$ cat src/rtl/fp_pkg.sv
// Shared floating-point constants and types for the FP datapaths.
package fp_pkg;
  localparam int FP_BIAS  = 127;
  localparam int FP_EXP_W = 8;
  localparam int FP_MAN_W = 23;

  typedef enum logic [1:0] {IDLE, NORM, PACK} state_t;
  typedef logic [31:0] fp_word_t;
endpackage

$ cat src/rtl/fp_round_pack.sv
// Packs a normalised working word into IEEE754 single precision.
// FIXED_TO_FP_RNE_EN selects round-to-nearest-even; otherwise the mantissa is truncated.
module fp_round_pack
  import fp_pkg::*;
#(
  parameter int W = 25
) (
  input  logic                sign_r,
  input  logic [FP_EXP_W-1:0] exp,
  input  logic [W-1:0]        x,
  output fp_word_t            word
);

  logic [FP_MAN_W-1:0] man;
  logic                inc;
  logic [FP_MAN_W:0]   man_sum;
  logic [FP_EXP_W-1:0] exp_out;
  // two zero pads let guard/sticky indexing stay legal down to W=24
  logic [W+1:0]        x_ext;

  assign man   = x[W-2:W-1-FP_MAN_W];
  assign x_ext = {x, 2'b00};

`ifdef FIXED_TO_FP_RNE_EN
  logic guard;
  logic sticky;
  logic unused_lead;

  assign guard       = x_ext[W-23];
  assign sticky      = |x_ext[W-24:0];
  assign inc         = guard & (sticky | man[0]);
  assign unused_lead = x[W-1];
`else
  logic unused_bits;

  assign inc         = 1'b0;
  assign unused_bits = ^{x[W-1], x_ext[W-23:0]};
`endif

  assign man_sum = {1'b0, man} + {{FP_MAN_W{1'b0}}, inc};
  assign exp_out = exp + FP_EXP_W'(man_sum[FP_MAN_W]);
  assign word    = {sign_r, exp_out, man_sum[FP_MAN_W-1:0]};

endmodule

$ cat src/rtl/fixed_to_fp.sv
// Iterative sign-magnitude fixed-point to IEEE754 single converter, one shift per clock.
// Rounding mode follows FIXED_TO_FP_RNE_EN (see fp_round_pack).
module fixed_to_fp
  import fp_pkg::*;
#(
  parameter int INT_W  = 5,
  parameter int FRAC_W = 20
) (
  input  logic              CLK,
  input  logic              RST,
  input  logic              start,
  input  logic              sign,
  input  logic [INT_W-1:0]  nguyen,
  input  logic [FRAC_W-1:0] le,
  output logic [31:0]       out,
  output logic              done,
  output logic              busy
);

  localparam int W   = INT_W + FRAC_W;
  localparam int K_W = $clog2(W + 1);

  generate
    if (W < 24 || W > 64) begin : g_bad_width
      $error("fixed_to_fp: INT_W+FRAC_W must be within 24..64");
    end
  endgenerate

  state_t         state_q, state_d;
  logic [W-1:0]   x_q, x_d;
  logic [K_W-1:0] k_q, k_d;
  logic           sign_q, sign_d;
  fp_word_t       out_q, out_d;
  logic           done_q, done_d;
  logic           busy_q, busy_d;

  logic [FP_EXP_W-1:0] exp_raw;
  fp_word_t            packed_word;

  always_ff @(posedge CLK) begin
    if (RST) begin
      state_q <= IDLE;
      x_q     <= '0;
      k_q     <= '0;
      sign_q  <= 1'b0;
      out_q   <= '0;
      done_q  <= 1'b0;
      busy_q  <= 1'b0;
    end else begin
      state_q <= state_d;
      x_q     <= x_d;
      k_q     <= k_d;
      sign_q  <= sign_d;
      out_q   <= out_d;
      done_q  <= done_d;
      busy_q  <= busy_d;
    end
  end

  always_comb begin
    state_d = state_q;
    x_d     = x_q;
    k_d     = k_q;
    sign_d  = sign_q;
    case (state_q)
      IDLE: begin
        if (start) begin
          sign_d  = sign;
          x_d     = {nguyen, le};
          k_d     = '0;
          state_d = ({nguyen, le} == '0) ? PACK : NORM;
        end
      end
      NORM: begin
        if (x_q[W-1]) begin
          state_d = PACK;
        end else begin
          x_d = x_q << 1;
          k_d = k_q + K_W'(1);
        end
      end
      PACK:    state_d = IDLE;
      default: state_d = IDLE;
    endcase
  end

  // exponent of the leading one before any rounding carry
  assign exp_raw = FP_EXP_W'(FP_BIAS + INT_W - 1) - FP_EXP_W'(k_q);

  fp_round_pack #(.W(W)) u_round_pack (
    .sign_r (sign_q),
    .exp    (exp_raw),
    .x      (x_q),
    .word   (packed_word)
  );

  always_comb begin
    out_d  = out_q;
    done_d = 1'b0;
    busy_d = 1'b0;
    case (state_q)
      IDLE: busy_d = start;
      NORM: busy_d = 1'b1;
      PACK: begin
        done_d = 1'b1;
        out_d  = (x_q == '0) ? {sign_q, 31'b0} : packed_word;
      end
      default: busy_d = 1'b0;
    endcase
  end

  assign out  = out_q;
  assign done = done_q;
  assign busy = busy_q;

endmodule

$ cat config.mk
export PLATFORM = sky130hd
export DESIGN_NAME = fixed_to_fp
export DESIGN_NICKNAME = d
export VERILOG_FILES = /design/src/rtl/fp_pkg.sv /design/src/rtl/fp_round_pack.sv /design/src/rtl/fixed_to_fp.sv
export SDC_FILE = /design/constraint.sdc
export NUM_CORES = 1
export LEC_CHECK = 0
export ABC_AREA = 1
export BUFFER_PORTS_ARGS = -buffer_cell sky130_fd_sc_hd__buf_2
export CAP_MARGIN = 20
export CORE_ASPECT_RATIO = 1.1
export CORE_UTILIZATION = 48
export CTS_CLUSTER_SIZE = 24
export DETAILED_ROUTE_END_ITERATION = 8
export HOLD_SLACK_MARGIN = 0.15
export PLACE_DENSITY = 0.82
export SLEW_MARGIN = 25
export SYNTH_ARGS = -nofsm -noshare
export SYNTH_HDL_FRONTEND = slang
export SYNTH_SLANG_ARGS = --single-unit
$ cat constraint.sdc
create_clock -name CLK -period 1.19 [get_ports CLK]
set_input_delay 0.2975 -clock CLK [delete_from_list [all_inputs] [get_ports CLK]]
set_output_delay 0.2975 -clock CLK [all_outputs]
set_load 0.05 [all_outputs]
==> impl_metrics.sql <==
INSERT INTO impl_metrics (metric_group, metric, value, unit) VALUES
('worst_setup_path', 'worstSetupPathType', 'reg2reg', ''),
('layout', 'design.final.nets', '516', ''),
('clocking', 'cts.reportedPaths.clkPinSlew', '80', 'ps'),
('power', 'power.sequential.fraction', '44.0', '%'),
('timing', 'final.min_clock_period', '1377', 'ps'),
('timing', 'report.final.slew_viol_count', '0', ''),
('global_routing', 'antenna_found_initial', '0', ''),
('worst_setup_path', 'setup.reg_to_reg.worst_slack', '-190', 'ps'),
('die', 'floorplan.die_area', '6093', 'um^2'),
('timing', 'grt_setup_unrepaired', 'yes', ''),
('layout', 'stdcell_area', '4124', 'um^2'),
('outcome', 'outcome', 'finished, violations left', ''),
('synthesis', 'synth_largest_type_area_fraction', '48.31', '%'),
('synthesis', 'synth_top_area_cell', 'sky130_fd_sc_hd__dfxtp_1', ''),
('worst_setup_path', 'cp-start-kind', 'flip-flop', ''),
('global_routing', 'global_route.usage.total', '26.49', '%'),
('power', 'clock_power_share', '32.9', '%'),
('synthesis', 'compound_cell_area_share_of_the_yosys_netlist', '18.43', '%'),
('synthesis', 'synth-seq-area-share', '48.31', '%'),
('timing', 'slew_limit_headroom', '82.87', '%'),
('worst_setup_path', 'cp.arrival', '1630', 'ps'),
('timing', 'report.final.hold_viol_count', '0', ''),
('timing', 'worst_hold_check_slack', '199.7', 'ps'),
('synthesis', 'async_reset_ff_share', '0', '%'),
('synthesis', 'synth_area_per_cell', '7.287', 'um^2'),
('worst_setup_path', 'worst_setup_path_startpoint', 'state_q[1]', ''),
('synthesis', 'synth_enable_flop_cells', '0', ''),
('clocking', 'cts_tree', 'yes', ''),
('synthesis', 'ys_ff_latch', '67', ''),
('worst_setup_path', 'end_kind', 'flip-flop', ''),
('synthesis', 'synth_area_leaders', 'sky130_fd_sc_hd__dfxtp_1, sky130_fd_sc_hd__nand2_1, sky130_fd_sc_hd__o21ai_0', ''),
('worst_setup_path', 'rr_worst_depth', '8', ''),
('worst_hold_path', 'hold_removal_path_class', 'in2reg', ''),
('synthesis', 'synth_xor_xnor_area_share', '0.3155', '%'),
('worst_setup_path', 'path_max_fanout', '11', ''),
('die', 'die_height', '81.77', 'um'),
('clocking', 'clock-sinks', '67', ''),
('outcome', 'violated_checks', 'setup timing', ''),
('timing', 'worst_slack', '-186.8', 'ps'),
('timing', 'fmax', '726.3', 'MHz'),
('die', 'die_extent_in_x', '74.52', 'um'),
('timing', 'timing_worst_slew_pin_value', '255.0', 'ps'),
('die', 'design.core.area', '5465', 'um^2'),
('power', 'power.combinational.fraction', '23.1', '%'),
('clocking', 'clk_latency', '350', 'ps'),
('synthesis', 'ys.warnings.count', '0', ''),
('power', 'sw_frac_of_total', '31.83', '%'),
('power', 'power.static_leakage', '0.001833', 'uW'),
('timing', 'setup-violations-final', '65', ''),
('global_routing', 'overflow', '0', ''),
('synthesis', 'netlist_instances', '381', ''),
('place', 'dpl_cell_area', '3379', 'um^2'),
('die', 'num_rows', '28', ''),
('routing', 'viasPerCell', '5.362', ''),
('place', 'gp_congestion', '0.8737', ''),
('die', 'floorplan.initialDensity', '50.80', '%'),
('die', 'io_pins', '63', ''),
('layout', 'fraction_of_the_core_area_covered_by_cells_at_the_end_of_the_flow', '75.46', '%'),
('layout', 'non_filler_cells_in_the_finished_layout', '563', ''),
('place', 'place.detailed.hpwl', '4.955', 'mm'),
('synthesis', 'muxShareOfSynthArea', '0', '%'),
('global_routing', 'grt_start_max_net_pins', '22', ''),
('worst_setup_path', 'cp_data_required_time', '1450', 'ps'),
('power', 'switchingPower', '1817', 'uW'),
('routing', 'via_count', '3019', ''),
('global_routing', 'grt_pass1_vias', '2632', ''),
('worst_setup_path', 'worstReg2RegEnd', 'x_q[7]', ''),
('synthesis', 'synth-main-ff-cell', 'sky130_fd_sc_hd__dfxtp_1', ''),
('routing', 'drtIter0Drc', '326', ''),
('synthesis', 'syn-num-nets', '414', ''),
('routing', 'detail_route.first_pass.iterations', '5', '');
## layer usage
layer  vias to the layer above  global-route usage (%)  part of all wire, %
met3                        29                   6.748                  6.9
met5                         -                       0                    0
met4                         0                   10.19                  3.5
met1                      1394                   34.02                   42
met2                       158                   42.52                   48
li1                       1438                       -                    -
## logic make-up after synthesis
family                     after synthesis
buffers and inverters                   56
DFF                                     67
adders and majority gates                4
AOI/OAI and AO/OA                       95
xor gates and xnor gates                 1
and+or+nand+nor                        158
## placed cells by master (no fill, tap or decap), types with 4 or more instances in the layout
cell | synthesis | routed
sky130_fd_sc_hd__a21oi_1 | 31 | 28
sky130_fd_sc_hd__o22ai_1 | 4 | 4
sky130_fd_sc_hd__nand3_1 | 4 | 4
sky130_fd_sc_hd__buf_2 | 10 | 28
sky130_fd_sc_hd__buf_6 | 0 | 37
sky130_fd_sc_hd__nor2_4 | 1 | 5
sky130_fd_sc_hd__dfxtp_2 | 0 | 20
sky130_fd_sc_hd__buf_4 | 0 | 37
sky130_fd_sc_hd__inv_1 | 35 | 33
sky130_fd_sc_hd__o21ai_1 | 4 | 22
sky130_fd_sc_hd__ha_1 | 4 | 4
sky130_fd_sc_hd__nor2_2 | 2 | 4
sky130_fd_sc_hd__a31oi_1 | 19 | 19
sky130_fd_sc_hd__o21ai_0 | 34 | 13
sky130_fd_sc_hd__nor2_1 | 44 | 38
sky130_fd_sc_hd__dfxtp_1 | 67 | 46
sky130_fd_sc_hd__nand2_1 | 99 | 94
sky130_fd_sc_hd__clkbuf_8 | 0 | 9
## Yosys cell counts, types with 2 or more instances
cell                        n
sky130_fd_sc_hd__a21oi_1   31
sky130_fd_sc_hd__a31oi_1   19
sky130_fd_sc_hd__buf_2     10
sky130_fd_sc_hd__clkbuf_1   9
sky130_fd_sc_hd__dfxtp_1   67
sky130_fd_sc_hd__ha_1       4
sky130_fd_sc_hd__inv_1     35
sky130_fd_sc_hd__inv_2      2
sky130_fd_sc_hd__nand2_1   99
sky130_fd_sc_hd__nand3_1    4
sky130_fd_sc_hd__nor2_1    44
sky130_fd_sc_hd__nor2_2     2
sky130_fd_sc_hd__nor3_1     3
sky130_fd_sc_hd__o21ai_0   34
sky130_fd_sc_hd__o21ai_1    4
sky130_fd_sc_hd__o22ai_1    4
## worst min path at each step
stage | cells past startpoint | slack [ps] | startpoint | to
floorplan | 2 | 430 | le[19] | x_q[19]
global placement | 2 | 460 | out[12] | out[12]
detailed placement | 2 | 460 | out[12] | out[12]
CTS | 3 | 190 | nguyen[2] | x_q[22]
global route | 3 | 230 | le[19] | x_q[19]
finish | 3 | 200 | sign | sign_q
## sequential cells by signal (all words and copies together) (netlist names)
name and flops:
out 32, x_q 25, k_q 5, state_q 2
busy 1, done 1, sign_q 1
## metrics by stage
stage	setup WS, ps	TNS [ps]
floorplan	36.26	0
global placement	-20.67	-140.2
detailed placement	-59.40	-893.9
CTS	-30.34	-50.71
global route	-200.3	-8024
finish	-186.8	-5025
## power groups by stage
stage | clock network, uW | registers [uW] | logic [uW]
floorplan | 0 | 2710 | 454
global placement | 0 | 2520 | 999
detailed placement | 0 | 2530 | 1020
CTS | 1870 | 2480 | 1150
global route | 1980 | 2520 | 1410
finish | 1880 | 2510 | 1320
## timing repair
item,CTS,global route
buffers inserted,3,7
pin swaps,3,9
gates resized for setup,67,82
setup endpoints to repair,82,86
gates cloned,1,4
hold buffers,0,0
## critical path: stages (launching register included)
cell and delay, ps:
sky130_fd_sc_hd__dfxtp_2 360, sky130_fd_sc_hd__inv_2 60, sky130_fd_sc_hd__nand2_4 80, sky130_fd_sc_hd__nor2_4 60
sky130_fd_sc_hd__buf_6 130, sky130_fd_sc_hd__nor2_4 180, sky130_fd_sc_hd__buf_6 170, sky130_fd_sc_hd__nand2_1 80
sky130_fd_sc_hd__a31oi_1 170
## area by class of cell
class                           count  area (um^2)
Clock buffer                        9        123.9
Clock inverter                      7        68.82
Fill cell                         354         1341
Inverter                           37        143.9
Multi-Input combinational cell    258         1324
Sequential cell                    67         1370
Tap cell                           75        93.84
Timing Repair Buffer              110        999.7
Power figures use the tool's default switching activity.
